[config.mk]
export PLATFORM = sky130hd
export DESIGN_NAME = div_sequencer
export DESIGN_NICKNAME = d
export VERILOG_FILES = /design/src/rtl/div_sequencer_pkg.sv /design/src/rtl/div_step.sv /design/src/rtl/div_sequencer.sv
export SDC_FILE = /design/constraint.sdc
export NUM_CORES = 1
export LEC_CHECK = 0
export CORE_UTILIZATION = 60
export DETAILED_ROUTE_END_ITERATION = 16
export HOLD_SLACK_MARGIN = 0.08
export PLACE_DENSITY = 0.89
export SETUP_SLACK_MARGIN = 0.4
export SLEW_MARGIN = 20
export SYNTH_ARGS = -nofsm -noshare
export SYNTH_HDL_FRONTEND = slang
export SYNTH_SLANG_ARGS = --single-unit
[constraint.sdc]
create_clock -name clk -period 6.5 [get_ports clk]
set_input_delay 0.65 -clock clk [delete_from_list [all_inputs] [get_ports clk]]
set_output_delay 0.65 -clock clk [all_outputs]
set_load 0.01 [all_outputs]
[src/rtl/div_sequencer_pkg.sv]
// Shared encodings for the multi-cycle divide sequencer: FSM states,
// handshake levels, the divide aluop codes and an operand magnitude helper.
package div_sequencer_pkg;

  typedef enum logic [1:0] {
    DivFree   = 2'b00,
    DivByZero = 2'b01,
    DivOn     = 2'b10,
    DivEnd    = 2'b11
  } div_state_e;

  localparam logic DivResultReady    = 1'b1;
  localparam logic DivResultNotReady = 1'b0;
  localparam logic DivStart          = 1'b1;
  localparam logic DivStop           = 1'b0;

  localparam logic [7:0] EXE_DIV_OP  = 8'b0001_1010;
  localparam logic [7:0] EXE_DIVU_OP = 8'b0001_1011;

  // Two's-complement magnitude when the operand is treated as signed.
  function automatic logic [31:0] op_mag(input logic [31:0] v, input logic is_signed);
    return (is_signed && v[31]) ? (~v + 32'd1) : v;
  endfunction

endpackage

[src/rtl/div_step.sv]
// One restoring-division iteration: 33-bit trial subtract of the divisor
// from the partial remainder and select of the next shifted dividend.
module div_step #(
  parameter int unsigned DATA_W = 32
) (
  input  logic [2*DATA_W-1:0] dividend,
  input  logic [DATA_W-1:0]   divisor,
  output logic [2*DATA_W:0]   next_dividend
);

  logic [DATA_W:0] diff;

  // Quotient bits enter at bit 0; the remainder accumulates in the top word.
  always_comb begin
    diff = {1'b0, dividend[2*DATA_W-1:DATA_W]} - {1'b0, divisor};
    if (diff[DATA_W]) begin
      next_dividend = {dividend, 1'b0};
    end else begin
      next_dividend = {diff[DATA_W-1:0], dividend[DATA_W-1:0], 1'b1};
    end
  end

endmodule

[src/rtl/div_sequencer.sv]
// DIV/DIVU sequencer for the EX stage: one quotient bit per cycle, sign fix
// on completion, result held until EX drops start_i; annul aborts in flight.
module div_sequencer
  import div_sequencer_pkg::*;
#(
  parameter int unsigned DATA_W = 32
) (
  input  logic                  clk,
  input  logic                  rst,
  input  logic                  signed_div_i,
  input  logic [DATA_W-1:0]     opdata1_i,
  input  logic [DATA_W-1:0]     opdata2_i,
  input  logic                  start_i,
  input  logic                  annul_i,
  output logic [2*DATA_W-1:0]   result_o,
  output logic                  ready_o,
  output logic                  busy_o
);

  div_state_e          state;
  logic [5:0]          cnt;
  logic [2*DATA_W:0]   dividend;
  logic [DATA_W-1:0]   divisor;
  logic                sgn_mode;
  logic                sgn_a;
  logic                sgn_b;

  logic [2*DATA_W:0]   next_dividend;
  logic [DATA_W-1:0]   q_fix;
  logic [DATA_W-1:0]   r_fix;

  div_step #(.DATA_W(DATA_W)) u_step (
    .dividend      (dividend[2*DATA_W-1:0]),
    .divisor       (divisor),
    .next_dividend (next_dividend)
  );

  always_comb begin
    q_fix = dividend[DATA_W-1:0];
    r_fix = dividend[2*DATA_W:DATA_W+1];
    if (sgn_mode && (sgn_a ^ sgn_b)) q_fix = ~q_fix + 1'b1;
    if (sgn_mode && sgn_a)           r_fix = ~r_fix + 1'b1;
  end

  assign busy_o = (state != DivFree);

  always_ff @(posedge clk or negedge rst) begin
    if (!rst) begin
      state    <= DivFree;
      cnt      <= '0;
      dividend <= '0;
      divisor  <= '0;
      sgn_mode <= 1'b0;
      sgn_a    <= 1'b0;
      sgn_b    <= 1'b0;
      result_o <= '0;
      ready_o  <= DivResultNotReady;
    end else begin
      case (state)
        DivFree: begin
          result_o <= '0;
          ready_o  <= DivResultNotReady;
          if (start_i == DivStart && !annul_i) begin
            sgn_mode <= signed_div_i;
            sgn_a    <= opdata1_i[DATA_W-1];
            sgn_b    <= opdata2_i[DATA_W-1];
            if (opdata2_i == '0) begin
              state <= DivByZero;
            end else begin
              state    <= DivOn;
              cnt      <= '0;
              divisor  <= op_mag(opdata2_i, signed_div_i);
              dividend <= {{DATA_W{1'b0}}, op_mag(opdata1_i, signed_div_i), 1'b0};
            end
          end
        end
        DivByZero: begin
          state    <= DivEnd;
          result_o <= '0;
          ready_o  <= DivResultReady;
        end
        DivOn: begin
          if (annul_i) begin
            state    <= DivFree;
            result_o <= '0;
            ready_o  <= DivResultNotReady;
          end else if (cnt != 6'd32) begin
            dividend <= next_dividend;
            cnt      <= cnt + 6'd1;
          end else begin
            state    <= DivEnd;
            result_o <= {r_fix, q_fix};
            ready_o  <= DivResultReady;
          end
        end
        DivEnd: begin
          if (start_i == DivStop || annul_i) begin
            state    <= DivFree;
            result_o <= '0;
            ready_o  <= DivResultNotReady;
          end
        end
        default: state <= DivFree;
      endcase
    end
  end

endmodule

# Word level (Yosys, flattened, before mapping)
# Index checks and enable logic that the tools add are counted.
# word_totals
reg_bits,173
latchBits,0
mem_bits_rw,0
mem_bits_ro,0
n_memories,0
# op_classes
n_addsub,6
multipliers,0
div,0
n_lt_le_gt_ge,0
eq_ne,10
shifts,0
mux,29
n_bitwise,7
n_reduce_logical,17
# op_table
operator,count
2-to-1 mux 65 bit,5
2-to-1 mux 64 bit,3
one-hot mux 64 bit (3 select lines),1
one-hot mux 65 bit (2 select lines),1
"adder 32 x 1 -> 32 bit, second input constant",4
2-to-1 mux 32 bit,4
NOT 32 bit,4
subtractor 32 x 32 -> 33 bit,1
logical NOT 32 bit,1
2-to-1 mux 6 bit,4
one-hot mux 6 bit (2 select lines),1
2-to-1 mux 2 bit,5
"!= test 2 bit, second input constant",5
one-hot mux 2 bit (4 select lines),1
"adder 6 x 1 -> 6 bit, second input constant",1
"!= test 6 bit, second input constant",1
AND reduction 3 bit,2
logical AND 1 bit,5
AND reduction 5 bit,1
"== test 2 bit, second input constant",2
one-hot mux 1 bit (4 select lines),1
AND reduction 2 bit,2
nonzero test 2 bit,2
2-to-1 mux 1 bit,3
8 further kinds,9

# Logic depth before layout (Yosys ltp)
# logic_depth
word_depth,6
depth_mapped,15

# Hierarchy
# Synthesis repeated with hierarchy kept, for this count alone.
# hier_totals
cells_unflattened,1506
area_unflattened_um2,12066.6
# by_module_without_submodules
module,instances,cells_each,area_each_um2
div_sequencer,1,1118,9604.2
div_step,1,388,2462.4

# Worst setup path before layout
# OpenSTA, ideal clock, no wires.
# synth_path
path_type,reg2reg
from,reg dividend[41]
to,reg dividend[59]
t_arrival_ps,2849
required_ps,6377
path_slack_ps,3528
stages_incl_launch_ff,15
n_path_buf,3
synth_period_minus_slack_ps,2972
cell_sequence,dfrtp_1 ha_1 buf_2 a21oi_1 o21ai_0 or4_1 o22a_1 a41o_1 a21o_1 a31oi_4 buf_4 buf_4 a21oi_1 o21ai_0 nand2_1
# synth_via
elab_chain_len,5
# synth_lines
element,line_no,source
start: declaration,div_sequencer.sv:22,logic [2*DATA_W:0] dividend;
start signal: assignment,div_sequencer.sv:73,"dividend <= {{DATA_W{1'b0}}, op_mag(opdata1_i, signed_div_i), 1'b0};"
start signal: assignment,div_sequencer.sv:88,dividend <= next_dividend;
subtractor 32 x 32 -> 33 bit,div_step.sv:15,"diff = {1'b0, dividend[2*DATA_W-1:DATA_W]} - {1'b0, divisor};"
2-to-1 mux 65 bit,div_step.sv:16,if (diff[DATA_W]) begin
2-to-1 mux 65 bit,div_sequencer.sv:87,end else if (cnt != 6'd32) begin
2-to-1 mux 65 bit,div_sequencer.sv:83,if (annul_i) begin
one-hot mux 65 bit (2 select lines),div_sequencer.sv:59,case (state)
# No other way between the ends. The select of a mux whose other input is x is not followed.
# A chain may end at the register's enable or synchronous reset.

# Final worst setup path
# layout_path
from,reg dividend[45]
to,reg dividend[52]
# Same word-level chain as after synthesis.

==> flow_summary.yaml <==
run_status:
  outcome: "finished, final reports clean"
setup_path:
  r2r_end: "dividend[52]"
  r2r_setup_slack_ns: 2.39
  crit_path_start_kind: "flop"
  r2r_start: "dividend[45]"
  rr_worst_depth: 10
  crit_fanout: 40
  cp-end-kind: "flop"
  arrival_ns: 4.43
  cp.required_ns: 6.82
  crit_type: "flop to flop"
timing:
  tightest_slew_ns: 1.03
  drv_slew: 0
  rsz0062_at_grt: "no"
  fin_tns_setup_ns: 0
  hold_violations: 0
  timing.slew.headroom_pct: 31.6
  hold_ws_ns: 0.347
  finClkSkew_ns: 0.00743
  fmax_mhz: 243
  setup_ws_ns: 2.39
  final-setup-viol-count: 0
  min_period_ns: 4.11
  period_share_pct: 63.2
clock_tree:
  cts_buffers: 17
  ctsResizeCount: 0
  clkLatencyLatePin_ns: 0.44
  cts_tree: "built"
  cts_setup_buffers: 0
  htreeDepth: 4
  clockBufferDepth: 2
  hold_buffers: 0
  cts_root_buf: "clkbuf_16"
  clk_pin_slew_worst_paths_ns: 0.07
  clock_sinks: 173
drt:
  vias: 10400
  drtPass1Iterations: 6
  wl_met3_um: 2260
  ant_nets: 0
  drc: 0
  routed-wl-met2_um: 14200
  avgViaCountPerCell: 6.09
  finalWirelength_um: 29900
  met1Wirelength_um: 12600
  wl_per_cell_um: 17.4
  first_iter_violations: 862
  top_layer_used: "met4"
yosys:
  synth_edf_count: 0
  post_synth_num_cell_types: 74
  synth-seq-cells: 173
  synth_seq_area_share_pct: 38.0
  avgSynthCellArea_um2: 8.31
  ys.flop_type: "dfrtp_1"
  async_reset_ff_share_pct: 100
  syn_inst: 1372
  syn-num-nets: 1485
  synthesis.area_um2: 11400
  synth_warnings: 0
floorplan:
  design.portCount: 135
  die_w_um: 140
  initial_core_util_pct: 61.2
  die_h_um: 140
  die_area_um2: 19600
  rows: 50
  core_um2: 18600
power_and_ir_drop:
  ir_worst_vdd_mv: 0.234
  power-per-cell-area_nw_per_um2: 468
  power_leakage_uw: 0.00575
place:
  place_ws_ns: 2.40
  gp_congestion: 0.955
  hpwl_um: 21500
  dp.cells: 1682
  io_buffer_count: 134
finish:
  antennaDiodeCount: 0
  nFillCells: 1400
  final_cells: 1714
  drive_gt1_share_pct: 5.68
  nets: 1580
  area_delta_synth_final_pct: 17.2
global_route:
  grt_max_degree: 120
  grt_usage_pct: 31.1
  grt_pass1_vias: 9983
  grt-ovfl-total: 0
  grt_pass1_wl_um: 48700
  antenna_found_initial: 0
worst_hold_path:
  worst_hold_path_type: "input pin to async pin"
flow_run:
  cap_violations: 0
-- cell usage after synthesis, types with 10 or more instances --
cell type / instances / area (µm²)
a21o_1: 11 / 82.6
a21oi_1: 127 / 636
buf_2: 10 / 50.1
clkbuf_1: 44 / 165
dfrtp_1: 173 / 4330
ha_1: 43 / 538
inv_1: 58 / 218
nand2_1: 200 / 751
nand3_1: 13 / 65.1
nor2_1: 111 / 417
nor2b_1: 10 / 62.6
nor3_1: 22 / 110
nor4_1: 14 / 87.6
o21ai_0: 152 / 761
o21ai_1: 25 / 125
o31ai_1: 30 / 225
o41ai_1: 12 / 105
or3_1: 13 / 81.3
or4_1: 10 / 75.1
xnor2_1: 61 / 534
xor2_1: 81 / 709
-- cell type report --
type	instances	area (µm²)	area share, %
flip-flops and latches	173	4330	32.4
repair buffers	143	1410	10.6
multi-input cells	1074	6550	49.0
clock inverters	12	121	0.908
well taps	234	293	2.19
clock buffers	20	447	3.34
inverters	58	218	1.63
-- flip-flops by register name, indices dropped and copies added, names as in the netlist --
register,count
cnt,6
sgn_mode,1
sgn_a,1
sgn_b,1
ready_o,1
divisor,32
dividend,65
result_o,64
state,2
-- layer usage --
metal | up-vias | GRT usage, %
met4 | 0 | 12.6
li1 | 4988 | -
met5 | - | 0
met2 | 497 | 51.8
met1 | 4881 | 40.9
met3 | 80 | 4.30
-- critical path, stage by stage, from the launching register on --
cell and delay (ns):
dfrtp_1 0.50, ha_1 0.42, a22o_1 0.26, or4_1 0.47
o22a_1 0.24, a41o_1 0.28, a21o_1 0.25, a31oi_4 0.85
buf_4 0.37, o21ai_0 0.12, a22o_1 0.22
-- worst max path at each step --
stage	from	to	cells after the start	slack, ns
finish	dividend[45]	dividend[52]	10	2.39
global placement	opdata2_i[14]	dividend[54]	12	2.46
detailed placement	opdata2_i[14]	dividend[54]	12	2.40
CTS	dividend[45]	dividend[52]	10	2.47
floorplan	dividend[41]	dividend[59]	14	3.53
global route	dividend[45]	dividend[45]	10	2.23
-- cells in the final DEF (no fill, tap or decap), types with 8 or more instances in the layout --
| master | Yosys | layout |
|---|---|---|
| clkdlybuf4s50_1 | 0 | 133 |
| and3_1 | 9 | 9 |
| nand3_1 | 13 | 12 |
| o21ai_0 | 152 | 151 |
| a31oi_1 | 8 | 8 |
| o31ai_1 | 30 | 30 |
| nand2_1 | 200 | 200 |
| and2_1 | 9 | 9 |
| o41ai_1 | 12 | 12 |
| dfrtp_1 | 173 | 173 |
| nor3_1 | 22 | 22 |
| nand2b_1 | 9 | 9 |
| buf_4 | 4 | 9 |
| xor2_1 | 81 | 81 |
| a21o_1 | 11 | 11 |
| inv_1 | 58 | 58 |
| or3_1 | 13 | 13 |
| o21ai_1 | 25 | 25 |
| nor2b_1 | 10 | 10 |
| a21oi_1 | 127 | 127 |
| xnor2_1 | 61 | 61 |
| or4_1 | 10 | 10 |
| ha_1 | 43 | 42 |
| nor4_1 | 14 | 14 |
| clkbuf_16 | 0 | 17 |
| nor2_1 | 111 | 111 |
-- power breakdown --
part	switching (µW)	leakage (µW)	internal, µW
registers	388	0.00228	1430
logic	2050	0.00320	1380
clock network	432	0.000275	572
-- logic make-up (layout without fill, tap and decap cells) --
logic type | after synthesis | in the layout | synth area share [%]
compound gates | 430 | 430 | 22.3
buf+inv | 125 | 233 | 4.78
fa+ha+maj | 44 | 44 | 4.89
simple gates | 449 | 449 | 18.3
xor+xnor | 142 | 142 | 10.9
flops | 173 | 173 | 38.0
mux | 9 | 9 | 0.823
-- metrics by stage --
stage,utilization (%),total power [µW],area [µm²]
after detailed placement,68.7,5160,12800
after CTS,71.7,6200,13400
after global routing,71.7,6680,13400
final,71.7,6250,13400
after global placement,68.7,5020,12800
after floorplan,-,4230,11400
Note: power is estimated with default switching activity, not from simulation.
